$ cat config.mk
export PLATFORM = sky130hd
export DESIGN_NAME = counter_sequencer_flat
export DESIGN_NICKNAME = d
export VERILOG_FILES = /design/src/rtl/counter_sequencer_if.sv /design/src/rtl/counter_sequencer.sv /design/src/flat_wrapper.sv
export SDC_FILE = /design/constraint.sdc
export NUM_CORES = 1
export LEC_CHECK = 0
export CAP_MARGIN = 20
export CORE_MARGIN = 2
export CORE_UTILIZATION = 43
export CTS_CLUSTER_SIZE = 20
export DETAILED_ROUTE_END_ITERATION = 12
export PLACE_DENSITY = 0.79
export SLEW_MARGIN = 20
export SYNTH_ARGS = -nofsm -noshare
export SYNTH_HDL_FRONTEND = slang
export SYNTH_SLANG_ARGS = --single-unit
$ cat constraint.sdc
create_clock -name clk -period 1.6 [get_ports clk]
set_input_delay 0.24 -clock clk [delete_from_list [all_inputs] [get_ports clk]]
set_output_delay 0.24 -clock clk [all_outputs]
set_load 0.02 [all_outputs]
$ cat src/rtl/counter_sequencer_if.sv
// Bundle of the sequencer's configuration, control and counter-side signals.
// slave  : the sequencer itself (consumes config/control and the counter's
//          q/min_tick, drives the counter controls and status).
// master : whoever programs the sequencer together with the external counter.
//
// Signals:
//   cfg_we, cfg_period[N], cfg_mode[2], cfg_prescale[P]  configuration write
//   start, stop, irq_clr                                  control requests
//   cnt_q[N], cnt_min_tick                                counter feedback
//   cnt_syn_clr, cnt_load, cnt_en, cnt_up, cnt_d[N]       counter controls
//   busy, done, irq                                       status
interface counter_sequencer_if #(
    parameter int N = 8,
    parameter int P = 4
);
    logic         cfg_we;
    logic [N-1:0] cfg_period;
    logic [1:0]   cfg_mode;
    logic [P-1:0] cfg_prescale;
    logic         start;
    logic         stop;
    logic         irq_clr;
    logic [N-1:0] cnt_q;
    logic         cnt_min_tick;
    logic         cnt_syn_clr;
    logic         cnt_load;
    logic         cnt_en;
    logic         cnt_up;
    logic [N-1:0] cnt_d;
    logic         busy;
    logic         done;
    logic         irq;

    modport master (
        output cfg_we, cfg_period, cfg_mode, cfg_prescale,
        output start, stop, irq_clr,
        output cnt_q, cnt_min_tick,
        input  cnt_syn_clr, cnt_load, cnt_en, cnt_up, cnt_d,
        input  busy, done, irq
    );

    modport slave (
        input  cfg_we, cfg_period, cfg_mode, cfg_prescale,
        input  start, stop, irq_clr,
        input  cnt_q, cnt_min_tick,
        output cnt_syn_clr, cnt_load, cnt_en, cnt_up, cnt_d,
        output busy, done, irq
    );
endinterface

$ cat src/rtl/counter_sequencer.sv
// Interval-timing sequencer for an external N-bit up/down counter.
// Owns the counter's clear/load/enable/direction/data inputs, adds a
// prescaler, a small config register set, per-expiry done pulses and a
// sticky irq flag.
//
// Ports:
//   clk    system clock
//   reset  asynchronous, active-high reset
//   bus    counter_sequencer_if.slave (config, control, counter, status)
//
// state | meaning
// IDLE  | waiting for start; config writes accepted; counter untouched
// LOAD  | one cycle: load period (down) or clear counter (up)
// RUN   | prescaled counting; expiry on terminal tick
module counter_sequencer #(
    parameter int N = 8,
    parameter int P = 4
) (
    input logic                  clk,
    input logic                  reset,
    counter_sequencer_if.slave   bus
);
    typedef enum logic [1:0] {
        IDLE = 2'd0,
        LOAD = 2'd1,
        RUN  = 2'd2
    } state_t;

    state_t       state;
    logic [N-1:0] period_reg;
    logic [1:0]   mode_reg;
    logic [P-1:0] prescale_reg;
    logic [P-1:0] pre_cnt;
    logic         irq_reg;

    logic periodic;
    logic up;
    logic tick;
    logic terminal;
    logic expiry;
    logic reload;

    assign periodic = mode_reg[0];
    assign up       = mode_reg[1];
    assign tick     = (state == RUN) && (pre_cnt == prescale_reg);
    assign terminal = up ? (bus.cnt_q == period_reg) : bus.cnt_min_tick;
    assign expiry   = tick && terminal;
    // A stop on the expiry cycle ends the run, so the counter is not re-armed.
    assign reload   = expiry && periodic && !bus.stop;

    assign bus.cnt_load    = ((state == LOAD) && !up) || (reload && !up);
    assign bus.cnt_syn_clr = ((state == LOAD) && up)  || (reload && up);
    // stop freezes the counter value on the cycle it is seen.
    assign bus.cnt_en      = tick && !terminal && !bus.stop;
    assign bus.cnt_up      = up;
    assign bus.cnt_d       = period_reg;
    assign bus.busy        = (state != IDLE);
    assign bus.done        = expiry;
    assign bus.irq         = irq_reg;

    always_ff @(posedge clk or posedge reset) begin
        if (reset) begin
            state        <= IDLE;
            period_reg   <= '0;
            mode_reg     <= '0;
            prescale_reg <= '0;
            pre_cnt      <= '0;
            irq_reg      <= 1'b0;
        end else begin
            // Set has priority over clear.
            if (expiry) begin
                irq_reg <= 1'b1;
            end else if (bus.irq_clr) begin
                irq_reg <= 1'b0;
            end

            case (state)
                IDLE: begin
                    if (bus.cfg_we) begin
                        period_reg   <= bus.cfg_period;
                        mode_reg     <= bus.cfg_mode;
                        prescale_reg <= bus.cfg_prescale;
                    end
                    if (bus.start && !bus.stop) begin
                        state <= LOAD;
                    end
                end
                LOAD: begin
                    pre_cnt <= '0;
                    state   <= bus.stop ? IDLE : RUN;
                end
                RUN: begin
                    pre_cnt <= tick ? '0 : pre_cnt + 1'b1;
                    if (bus.stop || (expiry && !periodic)) begin
                        state <= IDLE;
                    end
                end
                default: state <= IDLE;
            endcase
        end
    end
endmodule

$ cat src/flat_wrapper.sv
// flat-port wrapper written by rule: the top's interface ports become plain ports
module counter_sequencer_flat 
#(
    parameter int N = 8,
    parameter int P = 4
)
  (clk, reset, bus_cfg_we, bus_cfg_period, bus_cfg_mode, bus_cfg_prescale, bus_start, bus_stop, bus_irq_clr, bus_cnt_q, bus_cnt_min_tick, bus_cnt_syn_clr, bus_cnt_load, bus_cnt_en, bus_cnt_up, bus_cnt_d, bus_busy, bus_done, bus_irq);
  counter_sequencer_if #(.N(N), .P(P)) bus_i ();
  input logic clk;
  input logic reset;
  input wire logic [$bits(bus_i.cfg_we)-1:0] bus_cfg_we;
  input wire logic [$bits(bus_i.cfg_period)-1:0] bus_cfg_period;
  input wire logic [$bits(bus_i.cfg_mode)-1:0] bus_cfg_mode;
  input wire logic [$bits(bus_i.cfg_prescale)-1:0] bus_cfg_prescale;
  input wire logic [$bits(bus_i.start)-1:0] bus_start;
  input wire logic [$bits(bus_i.stop)-1:0] bus_stop;
  input wire logic [$bits(bus_i.irq_clr)-1:0] bus_irq_clr;
  input wire logic [$bits(bus_i.cnt_q)-1:0] bus_cnt_q;
  input wire logic [$bits(bus_i.cnt_min_tick)-1:0] bus_cnt_min_tick;
  output wire logic [$bits(bus_i.cnt_syn_clr)-1:0] bus_cnt_syn_clr;
  output wire logic [$bits(bus_i.cnt_load)-1:0] bus_cnt_load;
  output wire logic [$bits(bus_i.cnt_en)-1:0] bus_cnt_en;
  output wire logic [$bits(bus_i.cnt_up)-1:0] bus_cnt_up;
  output wire logic [$bits(bus_i.cnt_d)-1:0] bus_cnt_d;
  output wire logic [$bits(bus_i.busy)-1:0] bus_busy;
  output wire logic [$bits(bus_i.done)-1:0] bus_done;
  output wire logic [$bits(bus_i.irq)-1:0] bus_irq;
  assign bus_i.cfg_we = bus_cfg_we;
  assign bus_i.cfg_period = bus_cfg_period;
  assign bus_i.cfg_mode = bus_cfg_mode;
  assign bus_i.cfg_prescale = bus_cfg_prescale;
  assign bus_i.start = bus_start;
  assign bus_i.stop = bus_stop;
  assign bus_i.irq_clr = bus_irq_clr;
  assign bus_i.cnt_q = bus_cnt_q;
  assign bus_i.cnt_min_tick = bus_cnt_min_tick;
  assign bus_cnt_syn_clr = bus_i.cnt_syn_clr;
  assign bus_cnt_load = bus_i.cnt_load;
  assign bus_cnt_en = bus_i.cnt_en;
  assign bus_cnt_up = bus_i.cnt_up;
  assign bus_cnt_d = bus_i.cnt_d;
  assign bus_busy = bus_i.busy;
  assign bus_done = bus_i.done;
  assign bus_irq = bus_i.irq;
  counter_sequencer #(.N(N), .P(P)) u_core (.clk(clk), .reset(reset), .bus(bus_i));
endmodule
After elaboration in Yosys (flattened, before gate mapping) --
Index checks and enable logic that the tools add are counted.
Storage, ports and cells: output and inout port bits 15, register bits after elaboration 21, input port bits 29
Operators by class: equal/unequal tests 6, muxes and demuxes 9, reductions and logical operators 25, add/subtract/negate cells 1
Operator list (count):
- 1-bit logical AND | 12
- 8-bit == test | 1
- 4-bit case mux with 2 select lines | 1
- 2-bit 2-to-1 mux | 3
- 2-bit case mux with 3 select lines | 1
- 2-bit nonzero test | 3
- 4-bit by 1-bit adder with 4-bit output (second input constant) | 1
- 4-bit == test | 1
- 1-bit logical NOT | 4
- 4-bit 2-to-1 mux | 1
- 2-bit AND reduction | 2
- 1-bit logical OR | 3
- 1-bit 2-to-1 mux | 3
- 2-bit by 1-bit == test with 1-bit output (second input constant) | 1
- 2-bit == test (second input constant) | 1
- 2-bit logical NOT | 1
- 2-bit by 1-bit != test with 1-bit output (second input constant) | 1
- 2-bit != test (second input constant) | 1

Logic depth before layout (Yosys ltp) --
Gate-level depths: netlist of run 1.
depth in word-level cells 7, mapped depth 7, mapped depth without buffers 7

Worst setup path before layout of run 1 --
Ideal clock, no wire load.
kind reg-to-output, from register u_core.state[0], to output bus_cnt_syn_clr, buffers on the path 0, path slack -111 ps, data required time 1360 ps, arrival 1471 ps, stages on the path, launching flop included 8, cell sequence dfrtp_1 > inv_1 > ha_1 > inv_1 > nor2_1 > and3_1 > a21oi_1 > nor2b_1
On the way: cells in the longest elaborated chain, start to end 7, elaborated cells between the ends (all ways) 9, those cells by class eq/ne (2); reduce/logical (7)
Ends and longest elaborated chain:
- from (decl) | RTL line counter_sequencer.sv:29 | state_t state;
- from (signal assigned) | RTL line counter_sequencer.sv:90 | state <= bus.stop ? IDLE : RUN;
- 2-bit == test | RTL line counter_sequencer.sv:45 | assign tick = (state == RUN) && (pre_cnt == prescale_reg);
- 1-bit logical AND | RTL line counter_sequencer.sv:45
- 1-bit logical AND | RTL line counter_sequencer.sv:47 | assign expiry = tick && terminal;
- 1-bit logical AND (2 in a row) | RTL line counter_sequencer.sv:49 | assign reload = expiry && periodic && !bus.stop;
- 1-bit logical AND | RTL line counter_sequencer.sv:52 | assign bus.cnt_syn_clr = ((state == LOAD) && up) || (reload && up);
- 1-bit logical OR * | RTL line counter_sequencer.sv:52
- to (decl) | RTL line flat_wrapper.sv:20 | output wire logic [$bits(bus_i.cnt_syn_clr)-1:0] bus_cnt_syn_clr;
Every way passes the cells marked *; elsewhere a longest branch is shown, timed or not.

Worst setup path in the final report of run 1 --
from register u_core.prescale_reg[0], to output bus_cnt_syn_clr
On the way: cells in the longest elaborated chain, start to end 7
Ends and longest elaborated chain:
- from (decl) | RTL line counter_sequencer.sv:32 | logic [P-1:0] prescale_reg;
- from (signal assigned) | RTL line counter_sequencer.sv:82 | prescale_reg <= bus.cfg_prescale;
- 4-bit == test | RTL line counter_sequencer.sv:45
- 1-bit logical AND | RTL line counter_sequencer.sv:45
- 1-bit logical AND | RTL line counter_sequencer.sv:47
- 1-bit logical AND (2 in a row) | RTL line counter_sequencer.sv:49
- 1-bit logical AND | RTL line counter_sequencer.sv:52
- 1-bit logical OR | RTL line counter_sequencer.sv:52
Every way passes these cells.

==> metrics.txt, run 1 <==
crit-path cells xor2_1 -> nor4_2 -> and3_1 -> a21oi_1 -> nor2b_2 -> buf_6; final wirelength between 3 and 4 mm; DR vias/cell approximately 5.1; most common cell after layout, fill and taps aside clkdlybuf4s50_1; Area contributors post-synth dfrtp_1 (45%), mux2_2 (13%), xnor2_1 (6.0%); vias in the first global route 1166; layout cell share with drive strength beyond 1 between 30% and 40%; Synth Area per Inst 10.8 sq um; leading area contributor after synthesis dfrtp_1; internal power consumption 1.80 mW; Data arrival, critical path around 1.8 ns; H-tree level count 1; Worst EP required 1.36 ns; endpoint class of the critical path output port; main combinational cell family by area after synthesis multiplexers; Mapped Cells 109; fin nets 217; Reg power frac 30.2%; CTS Buffer Depth 2; # setup viols final 7; Worst Tran Pin Value 0.296 ns; slowest stage cell, crit path dfrtp_1; Synth Area in Compound Gates between 10% and 20%; CP endpoint bus_cnt_syn_clr; Gate power share between 60% and 70%; most frequent cells in the layout clkdlybuf4s50_1 (29), buf_4 (27), dfrtp_1 (21); Die X 56.3 microns; RR Startpoint u_core.prescale_reg[0]$_DFFE_PP0P_; flop-to-flop setup slack -0.20 ns; failing checks setup timing; max-slew violation count 0; CP Class reg2out; LEAKAGE around 0.87 nW; Port Buffers 43; total core area 2540 sq um; area post-placement around 1800 sq um; ANT cells 0; flops & latches, synth 21; largest stage delay on the critical path 0.41 ns; Largest register FFs 8; fin crit share 129%; Netlist Area Pre-Place 1180 sq um; crit start category flip-flop; unique cell type count in the Yosys netlist 30; Post-Synth Simple-Gate Area 9.89%; Clock Tree Root clkbuf_4; Initial Util 46.2%; Max-Cap Viols 0; RSZ-0062 raised after global routing yes; global placement routability congestion 0.820; top achievable clock speed 485 MHz; Worst Reg-to-Reg Cells 7; FF-to-FF End u_core.state[1]$_DFFE_PP0P_; overall die height between 50 and 60 microns; CTS Hold Bufs 0; switching portion of total power between 30% and 40%; DIE AREA roughly 3200 sq um; setup TNS -2.05 ns; XOR/XNOR Fraction of Synth Area 8.94%; Std-Cell Rows 18; CTS Buf Count 3; Ys Warns 0; I/O pin count 44; pin count of the biggest net entering global routing 22; Clock power frac around 8.6%; Worst Path Max Fanout 2; DRT iter0 DRCs 31; Final Hold Vio Count 0; Min-Delay Path Class in2async; first-pass GRT wire length 5.06 mm; final worst setup slack -0.463 ns; Worst VDD drop 0.00110 V; post-route cell area 1920 sq um; status finished, violations left; DR DRC count 0; post-synthesis adder-cell area fraction under 10%; grt ovf 0; clk slew on worst S/H paths 0.12 ns; post-detail-place hpwl 2.41 mm; gr usage total 20.3%; antenna violations before repair 0; length of the first detailed-routing pass in iterations 4; ANT nets after route 0; Synth Net Count 142; CTS Sinks 21; Area Growth Syn to Fin 63.3%; P_sw 1.12 mW; Fillers roughly 190; PD cells about 1500 nW/um^2; overall power between 2 and 3 mW; final critical-path required period between 2 and 2.5 ns; relative slew slack 80.0%; CTS tree built; mux cell area share after synthesis 16.0%; sequential-to-total area share from yosys stat approximately 45%; Vias ~1100; Clk Latency, worst-skew pair 0.30 ns; Synth top area share about 45%; Setup crit start u_core.prescale_reg[0]$_DFFE_PP0P_; wire length per cell 14.8 microns; clock skew slightly above 0.008 ns
==> power groups by stage <==
stage	sequential, mW	clock [mW]	combinational, mW
2_1_floorplan	1.05	0	0.719
3_3_place_gp	0.880	0	1.69
3_5_place_dp	0.896	0	1.75
4_1_cts	0.884	0.256	1.73
5_1_grt	0.906	0.279	1.91
6_report	0.884	0.250	1.79
==> area by class of cell <==
cell class	count	area, sq um	share of cell area (%)
clock buffers	3	22.5	1.17
inverters	10	37.5	1.95
flip-flops and latches	21	526	27.4
clock inverters	1	5.00	0.261
well taps	30	37.5	1.95
multi-input cells	76	617	32.1
repair buffers	72	676	35.2
==> kinds of logic after synthesis <==
kind of cell               count (synthesis)
adders and majority gates                  4
DFF                                       21
and+or+nand+nor                           22
xor gates and xnor gates                  12
AOI/OAI and AO/OA                         21
buffers and inverters                     12
muxes                                     17
==> stage by stage <==
step	std cells	utilization, %	hold slack [ns]	setup WS [ns]
6_report	213	75.5	0.254	-0.463
5_1_grt	213	75.5	0.276	-0.524
4_1_cts	210	73.9	0.259	-0.452
3_5_place_dp	204	71.7	0.477	-0.782
3_3_place_gp	204	71.7	0.468	-0.739
2_1_floorplan	109	-	0.217	-0.0254
==> synth_stat cells <==
master / n
a211oi_1: 1
a21o_2: 1
a21oi_1: 4
a22oi_1: 2
and3_1: 3
buf_2: 1
buf_6: 1
dfrtp_1: 21
ha_1: 4
inv_1: 10
mux2_2: 14
mux2i_1: 3
nand2_1: 7
nand2b_1: 1
nand3_1: 2
nand3b_1: 1
nand4_1: 1
nor2_1: 3
nor2b_1: 1
nor3_1: 1
nor4_2: 1
o21a_1: 1
o21ai_0: 8
o22ai_1: 1
o31ai_1: 1
o32ai_2: 1
o41ai_1: 1
or3_1: 1
xnor2_1: 8
xor2_1: 4
==> per-layer routing <==
metal / track usage (%) / up-vias / share of wire (%)
li1: - / 534 / -
met2: 38.7 / 21 / 57
met3: 2.07 / 4 / 2.8
met5: 0 / - / 0
met1: 23.9 / 531 / 39
met4: 5.44 / 0 / 1.3
==> timing repair <==
item                                    CTS  global route
endpoints found under the setup margin   20            19
pin swaps                                 2             6
gates resized for setup                  39             6
gates cloned                              1             0
buffers inserted                          1             3
==> worst min path at each step <==
stage,startpoint,endpoint,slack [ns],cells after the start
floorplan,reset,u_core.bus.cnt_d[0]$_DFFE_PP0P_,0.22,1
global placement,u_core.bus.irq$_DFFE_PP0P_,u_core.bus.irq$_DFFE_PP0P_,0.47,1
detailed placement,u_core.bus.irq$_DFFE_PP0P_,u_core.bus.irq$_DFFE_PP0P_,0.48,1
CTS,reset,u_core.bus.cnt_d[1]$_DFFE_PP0P_,0.26,3
global route,reset,u_core.bus.cnt_d[1]$_DFFE_PP0P_,0.28,3
finish,reset,u_core.bus.cnt_d[1]$_DFFE_PP0P_,0.25,3
==> worst max-delay path, delay by kind of cell (launching register included) <==
kind / cells / cell delay (ns)
AND/OR/NAND/NOR: 3 / 0.72
buffers and inverters: 1 / 0.12
AO/OA/AOI/OAI: 1 / 0.09
XOR/XNOR: 1 / 0.18
flip-flops: 1 / 0.41
Note: power is estimated with default switching activity, not from simulation.
==> inputs of run 2 (changes only) <==
--- a/config.mk
+++ b/config.mk
@@ -10,6 +10,7 @@
 export CORE_UTILIZATION = 43
 export CTS_CLUSTER_SIZE = 20
 export DETAILED_ROUTE_END_ITERATION = 12
+export MAX_ROUTING_LAYER = met4
 export PLACE_DENSITY = 0.79
 export SLEW_MARGIN = 20
 export SYNTH_ARGS = -nofsm -noshare
==> metrics.txt, run 2 (same netlist as run 1, synthesis figures left out) <==
# setup viols final 7; RSZ-0062 raised after global routing yes; switching portion of total power 38.3%; H-tree level count 1; top achievable clock speed approximately 480 MHz; crit start category flip-flop; failing checks setup timing; P_sw approximately 1.1 mW; final worst setup slack -0.463 ns; ANT cells 0; CTS Buffer Depth 2; overall die height 56.3 microns; Data arrival, critical path around 1.8 ns; DRT iter0 DRCs 31; Std-Cell Rows 18; most common cell after layout, fill and taps aside clkdlybuf4s50_1; Initial Util 46.2%; Setup crit start u_core.prescale_reg[0]$_DFFE_PP0P_; Final Hold Vio Count 0; ANT nets after route 0; Worst VDD drop between 0.001 and 0.0015 V; fin nets 217; Die X 56.3 microns; Clock Tree Root clkbuf_4; max-slew violation count 0; CTS Hold Bufs 0; antenna violations before repair 0; layout cell share with drive strength beyond 1 33.3%; most frequent cells in the layout clkdlybuf4s50_1 (29), buf_4 (27), dfrtp_1 (21); Clk Latency, worst-skew pair 0.30 ns; fin crit share 129%; Worst EP required 1.36 ns; CTS Sinks 21; I/O pin count 44; length of the first detailed-routing pass in iterations 4; CTS tree built; relative slew slack 80.0%; grt ovf 0; overall power 2.92 mW; Reg power frac roughly 30%; DIE AREA 3170 sq um; internal power consumption between 1.5 and 2 mW; Worst Path Max Fanout 2; total core area 2540 sq um; setup TNS -2.05 ns; Largest register FFs 8; LEAKAGE a little under 0.9 nW; status finished, violations left; DR DRC count 0; RR Startpoint u_core.prescale_reg[0]$_DFFE_PP0P_; clock skew 0.00886 ns; pin count of the biggest net entering global routing 22; CTS Buf Count 3; Vias 1090; final wirelength 3.15 mm; final core occ around three quarters; Port Buffers 43; endpoint class of the critical path output port; Max-Cap Viols 0; Min-Delay Path Class in2async; DR vias/cell 5.12; wire length per cell 14.8 microns; PD cells 1520 nW/um^2; final critical-path required period around 2.1 ns; first-pass GRT wire length 5.06 mm; global placement routability congestion 0.832; Clock power frac 8.5%; Gate power share roughly three fifths; Worst Tran Pin Value 0.296 ns; vias in the first global route 1162; FF+latch area 526 sq um; CP Class reg2out; Area Growth Syn to Fin 63.3%; multi-input logic area 617 sq um; Fillers 186; post-detail-place hpwl around 2.4 mm; gr usage total 20.8%; clk slew on worst S/H paths 0.12 ns
-- run 2: layout make-up --
type | count | share of cell area [%]
Clock buffer | 3 | 1.17
Inverter | 10 | 1.95
Clock inverter | 1 | 0.261
Tap cell | 30 | 1.95
Sequential cell | 21 | 27.4
Multi-Input combinational cell | 76 | 32.1
Timing Repair Buffer | 72 | 35.2
-- run 2: metrics by stage --
stage,cells,hold WS [ns],cell area [sq um],worst slack (ns)
after CTS,210,0.259,1880,-0.452
after floorplan,109,0.217,1180,-0.0254
final,213,0.255,1920,-0.463
after detailed placement,204,0.477,1830,-0.782
after global routing,213,0.276,1920,-0.524
after global placement,204,0.468,1830,-0.739
-- run 2: what timing repair did --
item	CTS	global route
gates cloned	1	0
hold endpoints to repair	0	0
endpoints found under the setup margin	20	19
pin swaps	2	6
gates resized for setup	39	6
buffers inserted	1	3
-- run 2: worst paths after layout --
check / endpoint / slack (ns) / depth (start not counted)
worst max register to register: u_core.state[1]$_DFFE_PP0P_ / -0.20 / 7
worst min register to register: u_core.bus.irq$_DFFE_PP0P_ / 0.50 / 1
max in group asynchronous: u_core.state[0]$_DFFE_PP0P_ / 1.12 / 3
worst max-delay path: bus_cnt_syn_clr / -0.46 / 6
min in group clk: u_core.bus.irq$_DFFE_PP0P_ / 0.50 / 1
worst min-delay path: u_core.bus.cnt_d[1]$_DFFE_PP0P_ / 0.26 / 3
-- run 2: worst max-delay path: stages, from the launching register on --
cell and delay, ns:
dfrtp_1 0.41, xor2_1 0.18, nor4_2 0.34, and3_1 0.24
a21oi_1 0.09, nor2b_2 0.14, buf_6 0.12
-- run 2: layer usage --
layer | share of wire (%) | vias to the layer above | global-route usage (%)
met2 | 56 | 21 | 38.7
li1 | - | 534 | -
met3 | 2.8 | 4 | 2.07
met5 | 0 | - | -
met1 | 39 | 531 | 23.9
met4 | 1.3 | 0 | 5.44
-- run 2: power groups by stage --
| stage | Combinational [mW] | Sequential, mW | Clock (mW) |
|---|---|---|---|
| 2_1_floorplan | 0.719 | 1.05 | 0 |
| 3_3_place_gp | 1.69 | 0.880 | 0 |
| 3_5_place_dp | 1.75 | 0.896 | 0 |
| 4_1_cts | 1.73 | 0.884 | 0.256 |
| 5_1_grt | 1.91 | 0.906 | 0.279 |
| 6_report | 1.79 | 0.884 | 0.250 |
==> inputs of run 3 (changes only) <==
--- a/config.mk
+++ b/config.mk
@@ -12,7 +12,9 @@
 export DETAILED_ROUTE_END_ITERATION = 12
 export MAX_ROUTING_LAYER = met4
 export PLACE_DENSITY = 0.79
+export SKIP_LAST_GASP = 1
 export SLEW_MARGIN = 20
 export SYNTH_ARGS = -nofsm -noshare
 export SYNTH_HDL_FRONTEND = slang
 export SYNTH_SLANG_ARGS = --single-unit
+export TNS_END_PERCENT = 30
==> metrics.txt, run 3 (same netlist as run 1, synthesis figures left out) <==
Worst EP required 1.36 ns; Worst VDD drop 0.00114 V; slowest stage cell, crit path dfrtp_1; Initial Util 46.2%; final critical-path required period 2.06 ns; # setup viols final 15; I/O pin count 44; Worst Tran Pin Value 0.290 ns; wire length per cell 13.9 microns; Die X 56.3 microns; CP Class reg2out; Data arrival, critical path 1.82 ns; grt ovf 0; most common cell after layout, fill and taps aside clkdlybuf4s50_1; final wirelength approximately 3 mm; max-slew violation count 0; first-pass GRT wire length 4.82 mm; CTS Sinks 21; CTS Buffer Depth 2; Largest register FFs 8; post-detail-place hpwl 2.41 mm; LEAKAGE 0.858 nW; DRT iter0 DRCs 17; ANT cells 0; Clock Tree Root clkbuf_4; length of the first detailed-routing pass in iterations 4; crit-path cells xor2_1 -> nor4_2 -> and3_1 -> a21oi_1 -> nor2b_2 -> buf_4; endpoint class of the critical path output port; CTS Buf Count 3; Fillers 188; Vias between 1000 and 1500; final worst setup slack -0.456 ns; layout cell share with drive strength beyond 1 31.1%; final cell count without fillers 210; largest stage delay on the critical path just over 0.4 ns; DIE AREA 3170 sq um; CTS tree built; Area Growth Syn to Fin 59.6%; relative slew slack 80.4%; RSZ-0062 raised after global routing yes; RR Startpoint u_core.prescale_reg[0]$_DFFE_PP0P_; global placement routability congestion 0.832; status finished, violations left; pin count of the biggest net entering global routing 22; Max-Cap Viols 0; total core area 2540 sq um; Placement Setup Slack -0.782 ns; CTS Hold Bufs 0; gr usage total 19.7%; fin crit share 128%; Top delay family on crit path simple AND/OR/NAND/NOR gates; top achievable clock speed a little under 500 MHz; Port Buffers 43; Clk Latency, worst-skew pair ~0.30 ns; vias in the first global route 1165; flop-to-flop setup slack -0.12 ns; ANT nets after route 0; PD cells 1530 nW/um^2; fin nets 214; overall die height 56.3 microns; minimum hold slack 0.256 ns; most frequent cells in the layout clkdlybuf4s50_1 (35), buf_4 (27), dfrtp_1 (21); crit start category flip-flop; Worst Reg-to-Reg Cells 6; Std-Cell Rows 18; H-tree level count 1; clk slew on worst S/H paths 0.12 ns; Min-Delay Path Class in2async; failing checks setup timing; FF+latch area 526 sq um; DR DRC count 0; FF-to-FF End u_core.state[1]$_DFFE_PP0P_; antenna violations before repair 0; multi-input logic area slightly above 600 sq um; clock skew 0.00803 ns; Worst Path Max Fanout 2; Final Hold Vio Count 0; DR vias/cell roughly 5; crit path buf inv count 1; placed insts between 200 and 250
-- run 3: cell types whose count changed in the layout (fill, tap and decap cells not counted), moves of 3 or more --
cell	previous run	this run
dlymetal6s2s_1	0	3
clkdlybuf4s50_1	29	35
buf_6	5	2
dlygate4sd2_1	9	0
-- run 3: repair_timing --
item	CTS	global route
setup endpoints to repair	20	31
cloned	0	0
pin swaps	2	5
resized for setup	27	5
buffers inserted	0	3
-- run 3: where the power goes --
part / switching, mW / internal (mW)
Clock: 0.152 / 0.0929
Combinational: 0.781 / 0.964
Sequential: 0.144 / 0.737
-- run 3: worst max path at each step --
| stage | to | depth (start not counted) | from |
|---|---|---|---|
| after global placement | bus_done | 6 | bus_cnt_q[5] |
| after detailed placement | bus_done | 6 | bus_cnt_q[1] |
| after CTS | bus_cnt_syn_clr | 6 | u_core.prescale_reg[0]$_DFFE_PP0P_ |
| after global routing | bus_cnt_syn_clr | 6 | u_core.prescale_reg[0]$_DFFE_PP0P_ |
| after floorplan | bus_cnt_syn_clr | 7 | u_core.state[0]$_DFFE_PP0P_ |
| final | bus_cnt_syn_clr | 6 | u_core.prescale_reg[0]$_DFFE_PP0P_ |
-- run 3: layout make-up --
| type | instances | share of cell area, % |
|---|---|---|
| repair buffers | 69 | 34.0 |
| multi-input cells | 76 | 32.5 |
| flip-flops and latches | 21 | 28.0 |
| inverters | 10 | 2.00 |
| well taps | 30 | 2.00 |
| clock buffers | 3 | 1.20 |
| clock inverters | 1 | 0.267 |
-- run 3: routing by layer --
layer | GRT usage [%] | wire, microns
met3 | 2.07 | 58
met5 | - | 0
met1 | 20.8 | 1150
met2 | 37.3 | 1660
met4 | 7.14 | 55
-- run 3: worst register-to-register path, delay by kind of cell (launching register included) --
family | cells | cell delay [ns]
simple gates | 2 | 0.55
flops | 1 | 0.41
mux | 1 | 0.19
xor+xnor | 1 | 0.18
buf+inv | 2 | 0.29
-- run 3: metrics by stage --
stage | TNS, ns | utilization (%) | power, mW | cell area (sq um)
global route | -3.67 | 73.7 | 3.05 | 1880
global placement | -3.12 | 71.7 | 2.57 | 1830
CTS | -2.31 | 72.7 | 2.88 | 1850
floorplan | -0.0254 | - | 1.77 | 1180
finish | -2.16 | 73.7 | 2.87 | 1880
detailed placement | -3.51 | 71.7 | 2.64 | 1830
